[config.mk]
export PLATFORM = sky130hd
export DESIGN_NAME = one_wire_rom_tx
export DESIGN_NICKNAME = d
export VERILOG_FILES = /design/src/rtl/one_wire_pkg.sv /design/src/rtl/one_wire_crc8_step.sv /design/src/rtl/one_wire_rom_tx.sv
export SDC_FILE = /design/constraint.sdc
export NUM_CORES = 1
export LEC_CHECK = 0
export ABC_AREA = 0
export BUFFER_PORTS_ARGS = -buffer_cell sky130_fd_sc_hd__buf_2
export CAP_MARGIN = 20
export CORE_UTILIZATION = 60
export CTS_CLUSTER_SIZE = 24
export DETAILED_ROUTE_END_ITERATION = 8
export MAX_ROUTING_LAYER = met4
export PLACE_DENSITY = 0.85
export SETUP_SLACK_MARGIN = 0.1
export SLEW_MARGIN = 5
export SYNTH_ARGS = -nofsm -noshare
export SYNTH_HDL_FRONTEND = slang
export SYNTH_SLANG_ARGS = --single-unit
[constraint.sdc]
create_clock -name clk -period 5.75 [get_ports clk]
set_input_delay 0.8625 -clock clk [delete_from_list [all_inputs] [get_ports clk]]
set_output_delay 0.8625 -clock clk [all_outputs]
set_load 0.005 [all_outputs]
[src/rtl/one_wire_pkg.sv]
// one_wire_pkg: shared state encoding and constants for the 1-Wire ROM path
package one_wire_pkg;
    typedef enum logic [1:0] {IDLE, DATA, CRC} state_t;
    localparam logic [7:0] CRC_POLY_REFL = 8'h8C;
    localparam int UID_SERIAL_DATA_WIDTH = 56;
    localparam int ROM_ID_WIDTH = 64;
endpackage

[src/rtl/one_wire_crc8_step.sv]
// one_wire_crc8_step: single-bit reflected Dallas CRC-8 update, shared with receive-side checkers
module one_wire_crc8_step #(
    parameter logic [7:0] POLY = one_wire_pkg::CRC_POLY_REFL
) (
    input  logic [7:0] crc_in,
    input  logic       bit_in,
    output logic [7:0] crc_out
);
    assign crc_out = (crc_in >> 1) ^ ((crc_in[0] ^ bit_in) ? POLY : 8'h00);
endmodule

[src/rtl/one_wire_rom_tx.sv]
// one_wire_rom_tx: serializes a UID LSB-first plus its CRC-8 over valid/ready; ONE_WIRE_ROM_TX_ABORT_EN adds an abort input
module one_wire_rom_tx #(
    parameter int         UID_SERIAL_DATA_WIDTH = one_wire_pkg::UID_SERIAL_DATA_WIDTH,
    parameter logic [7:0] CRC_POLY_REFL         = one_wire_pkg::CRC_POLY_REFL
) (
    input  logic                             clk,
    input  logic                             rst_n,
    input  logic                             start,
    input  logic [UID_SERIAL_DATA_WIDTH-1:0] uid,
    input  logic                             bit_ready,
`ifdef ONE_WIRE_ROM_TX_ABORT_EN
    input  logic                             abort,
`endif
    output logic                             bit_out,
    output logic                             bit_valid,
    output logic                             busy,
    output logic                             done,
    output logic [7:0]                       crc_data
);
    import one_wire_pkg::state_t;
    import one_wire_pkg::IDLE;
    import one_wire_pkg::DATA;
    import one_wire_pkg::CRC;

    state_t                           state;
    logic [UID_SERIAL_DATA_WIDTH-2:0] shift;
    logic [7:0]                       crc_reg, crc_next;
    logic [6:0]                       cnt;
    logic                             xfer, abort_hit;

    assign xfer = bit_valid && bit_ready;

`ifdef ONE_WIRE_ROM_TX_ABORT_EN
    assign abort_hit = abort && bit_valid;
`else
    assign abort_hit = 1'b0;
`endif

    one_wire_crc8_step #(.POLY(CRC_POLY_REFL)) u_step (
        .crc_in  (crc_reg),
        .bit_in  (bit_out),
        .crc_out (crc_next)
    );

    // Control FSM; shift holds the not-yet-presented UID bits, bit_out the presented one
    always_ff @(posedge clk) begin
        if (!rst_n || abort_hit) begin
            state     <= IDLE;
            shift     <= '0;
            crc_reg   <= '0;
            cnt       <= '0;
            bit_out   <= 1'b0;
            bit_valid <= 1'b0;
            busy      <= 1'b0;
            done      <= 1'b0;
            crc_data  <= '0;
        end else begin
            done <= 1'b0;
            case (state)
                IDLE: if (start) begin
                    shift     <= uid[UID_SERIAL_DATA_WIDTH-1:1];
                    bit_out   <= uid[0];
                    crc_reg   <= '0;
                    cnt       <= 7'(UID_SERIAL_DATA_WIDTH);
                    crc_data  <= '0;
                    bit_valid <= 1'b1;
                    busy      <= 1'b1;
                    state     <= DATA;
                end
                DATA: if (xfer) begin
                    shift   <= shift >> 1;
                    bit_out <= (cnt == 7'd1) ? crc_next[0] : shift[0];
                    crc_reg <= crc_next;
                    cnt     <= (cnt == 7'd1) ? 7'd8 : cnt - 7'd1;
                    if (cnt == 7'd1) begin
                        crc_data <= crc_next;
                        state    <= CRC;
                    end
                end
                CRC: if (xfer) begin
                    crc_reg <= crc_reg >> 1;
                    bit_out <= (cnt == 7'd1) ? 1'b0 : crc_reg[1];
                    cnt     <= cnt - 7'd1;
                    if (cnt == 7'd1) begin
                        bit_valid <= 1'b0;
                        busy      <= 1'b0;
                        done      <= 1'b1;
                        state     <= IDLE;
                    end
                end
                default: state <= IDLE;
            endcase
        end
    end
endmodule

==> flow_summary.yaml <==
yosys:
  synth_edf_count: 0
  syn-cell-area_um2: 3950
  synth_top_cell_by_area: "sky130_fd_sc_hd__dfxtp_1"
  most_frequent_cell_after_synthesis: "sky130_fd_sc_hd__dfxtp_1"
  ys_types: 46
  yosysTopAreaCellShare_pct: 42.1
  synth.cells.most_frequent: "sky130_fd_sc_hd__dfxtp_1 (83), sky130_fd_sc_hd__a211oi_1 (57), sky130_fd_sc_hd__mux2i_1 (56), sky130_fd_sc_hd__nor2_1 (56), sky130_fd_sc_hd__clkbuf_1 (30)"
  netlist_instances: 444
  count_of_synthesis_stage_warnings_from_yosys: 0
  synthesized_flop_and_latch_total: 83
  synth_async_sr_flop_share_pct: 0
  avgSynthCellArea_um2: 8.89
  ys_seq_area_share_pct: 42.1
  synthTopCellsByArea: "sky130_fd_sc_hd__dfxtp_1 (42%), sky130_fd_sc_hd__mux2i_1 (14%), sky130_fd_sc_hd__a211oi_1 (11%)"
  dominantRegCellSynth: "sky130_fd_sc_hd__dfxtp_1"
  synth_fp_nets: 510
clock_tree:
  clk_path_buf_depth: 2
  cts_htree_levels: 3
  cts_resized: 0
  postCtsSetupBuffers: 0
  cts_root_buffer: "sky130_fd_sc_hd__clkbuf_8"
  clock_latency_of_the_later_clocked_register_in_the_worst_skew_pair_ns: 0.35
  cts_num_sinks: 83
  clk_pin_slew_worst_paths_ns: 0.09
  tritoncts_clock_tree: "built"
  numCtsBuffers: 9
  cts_hold_buf: 0
setup_path:
  crit_fanout: 77
  worst_r2r_path_depth: 7
  criticalPathCategory: "reg -> reg"
  cp_top_family: "buffers and inverters"
  worstReg2RegStart: "state[1]"
  slowest_stage: "sky130_fd_sc_hd__buf_4"
  worst_ep_required_time_ns: 6.03
  cp-start-kind: "flop"
  crit_buf_inv: 2
  worstSetupStartpoint: "state[1]"
  worst_path_largest_cell_delay_ns: 0.81
  endpoint_kind: "flop"
  cp.depth: 7
  path_cells: "inv_1, ha_4, buf_4, o21a_1, o21ai_0, or4_1, a31oi_1"
  worst-endpoint-arrival_ns: 3.19
timing:
  final-hold-violation-count: 0
  period_share_pct: 50.7
  grt_setup_unrepaired: "false"
  timing_max_transition_violations_final: 0
  period_needed_ns: 2.92
  timing.clock.skew_ns: 0.0117
  worst-slew-pin-transition_ns: 1.10
  slew_headroom_pct: 26.5
  final-setup-viol-count: 0
  fmax_mhz: 343
  setup_tns_ns: 0
placed_design:
  gp_congestion: 0.854
  placed_cells: 556
  place.port_buffers: 71
  place_hpwl_mm: 5.40
routing:
  remaining_drc_errors: 0
  ant_nets: 0
  finalWirelength_mm: 8.26
  drt_first_pass_iters: 4
  vias: 3450
  first_iter_violations: 247
  detail_route.wl_per_cell_um: 14.4
  routed_via_density: 6.03
floorplan:
  chipWidth_um: 83.1
  core_area_um2: 6350
  start_util_pct: 62.2
  die_footprint_um2: 6910
  die_y_um: 83.1
  design.portCount: 72
  rows: 29
global_routing:
  grt_start_max_net_pins: 78
  number_of_antenna_violations_at_the_first_check_in_global_routing: 0
  globalRoute.totalOverflow: 0
  vias_in_the_first_global_route: 3146
  groute.usage.overall_pct: 25.3
  first_pass_grt_wire_length_mm: 14.1
final_layout:
  area.sequential_um2: 1660
  finish.cell_count_without_fillers: 572
  antenna_cell_count: 0
  multi_input_area_um2: 2120
  filler_cell_count: 474
  final_layout_size_suffix_gt1_share_pct: 20.0
  areaGrowthSynthToFinish_pct: 14.4
  layout.nets: 556
  largest_reg_flops: 55
min_path:
  worstHoldPathCells: 2
  holdCritPathClass: "reg -> reg"
  timing.hold.worst.start: "crc_data[3]"
pwr:
  power.share.combinational_pct: 19.6
  cellLeakagePower_nw: 1.76
  swShare_pct: 29.8
  clkPwrFrac_pct: 33.2
  power_switching_mw: 0.428
  intPower_mw: 1.01
  power_frac_seq_pct: 47.1
  pwr_density_cell_nw_per_um2: 318
  ir_drop_v: 0.000201
outcome:
  status: "finished, final reports clean"
flow_run:
  maxCapViolations: 0
## power groups by stage
stage / clock network [mW] / logic (mW) / registers, mW
after floorplan: 0 / 0.225 / 0.677
after global placement: 0 / 0.270 / 0.685
after detailed placement: 0 / 0.281 / 0.690
after CTS: 0.488 / 0.283 / 0.677
after global routing: 0.511 / 0.317 / 0.686
final: 0.478 / 0.282 / 0.678
## routing by layer
metal	part of all wire [%]	track usage (%)	vias up
li1	-	-	1730
met1	45	32.3	1600
met2	47	39.9	104
met3	6.1	5.67	16
met4	1.9	8.15	0
met5	0	-	-
## worst paths after layout
kind                       to  slack (ns)
setup reg to reg       cnt[6]        2.83
hold / removal    crc_data[3]        0.48
setup / recovery       cnt[6]        2.83
hold reg to reg   crc_data[3]        0.48
## final cells by class
| cell class | instances | share of cell area, % |
|---|---|---|
| Sequential cell | 83 | 36.8 |
| Tap cell | 77 | 2.13 |
| Inverter | 7 | 0.582 |
| Clock inverter | 7 | 2.33 |
| Multi-Input combinational cell | 314 | 46.9 |
| Clock buffer | 9 | 2.74 |
| Timing Repair Buffer | 75 | 8.53 |
## cell usage in the layout, fill, tap and decap left out, types with 3 or more instances in the layout
cell,count
sky130_fd_sc_hd__a21o_1,3
sky130_fd_sc_hd__nor2_1,56
sky130_fd_sc_hd__o211ai_1,5
sky130_fd_sc_hd__o21ai_0,8
sky130_fd_sc_hd__inv_1,6
sky130_fd_sc_hd__nand2_1,24
sky130_fd_sc_hd__dfxtp_1,83
sky130_fd_sc_hd__inv_6,3
sky130_fd_sc_hd__buf_2,71
sky130_fd_sc_hd__a21oi_1,18
sky130_fd_sc_hd__or3_1,3
sky130_fd_sc_hd__nand3_1,23
sky130_fd_sc_hd__a211oi_1,57
sky130_fd_sc_hd__buf_4,4
sky130_fd_sc_hd__nor3_1,4
sky130_fd_sc_hd__nand2b_1,3
sky130_fd_sc_hd__or4_1,3
sky130_fd_sc_hd__mux2i_1,56
sky130_fd_sc_hd__ha_1,5
sky130_fd_sc_hd__clkbuf_8,9
sky130_fd_sc_hd__o311ai_0,6
sky130_fd_sc_hd__nand4_1,7
## tightest hold or removal path, cell delays in order (launching register included)
cell                      delay, ns
sky130_fd_sc_hd__dfxtp_1       0.31
sky130_fd_sc_hd__o21ai_0       0.06
sky130_fd_sc_hd__a21oi_1       0.06
## logic make-up after synthesis
logic type	synth area share, %
AO/OA/AOI/OAI	20.1
XOR/XNOR	0.666
flip-flops	42.1
AND/OR/NAND/NOR	16.1
adder cells (fa/ha/maj)	1.90
multiplexers	14.2
buffers and inverters	4.88
## per-stage QoR
| stage | util (%) | setup WS [ns] | hold slack (ns) | instance area (um^2) | power, mW |
|---|---|---|---|---|---|
| floorplan | - | 3.69 | 0.432 | 3950 | 0.902 |
| global placement | 67.5 | 2.86 | 0.449 | 4290 | 0.955 |
| detailed placement | 67.5 | 2.72 | 0.465 | 4290 | 0.971 |
| CTS | 71.1 | 2.81 | 0.488 | 4520 | 1.45 |
| global route | 71.1 | 2.58 | 0.500 | 4520 | 1.51 |
| finish | 71.1 | 2.83 | 0.480 | 4520 | 1.44 |
Power figures use the tool's default switching activity.
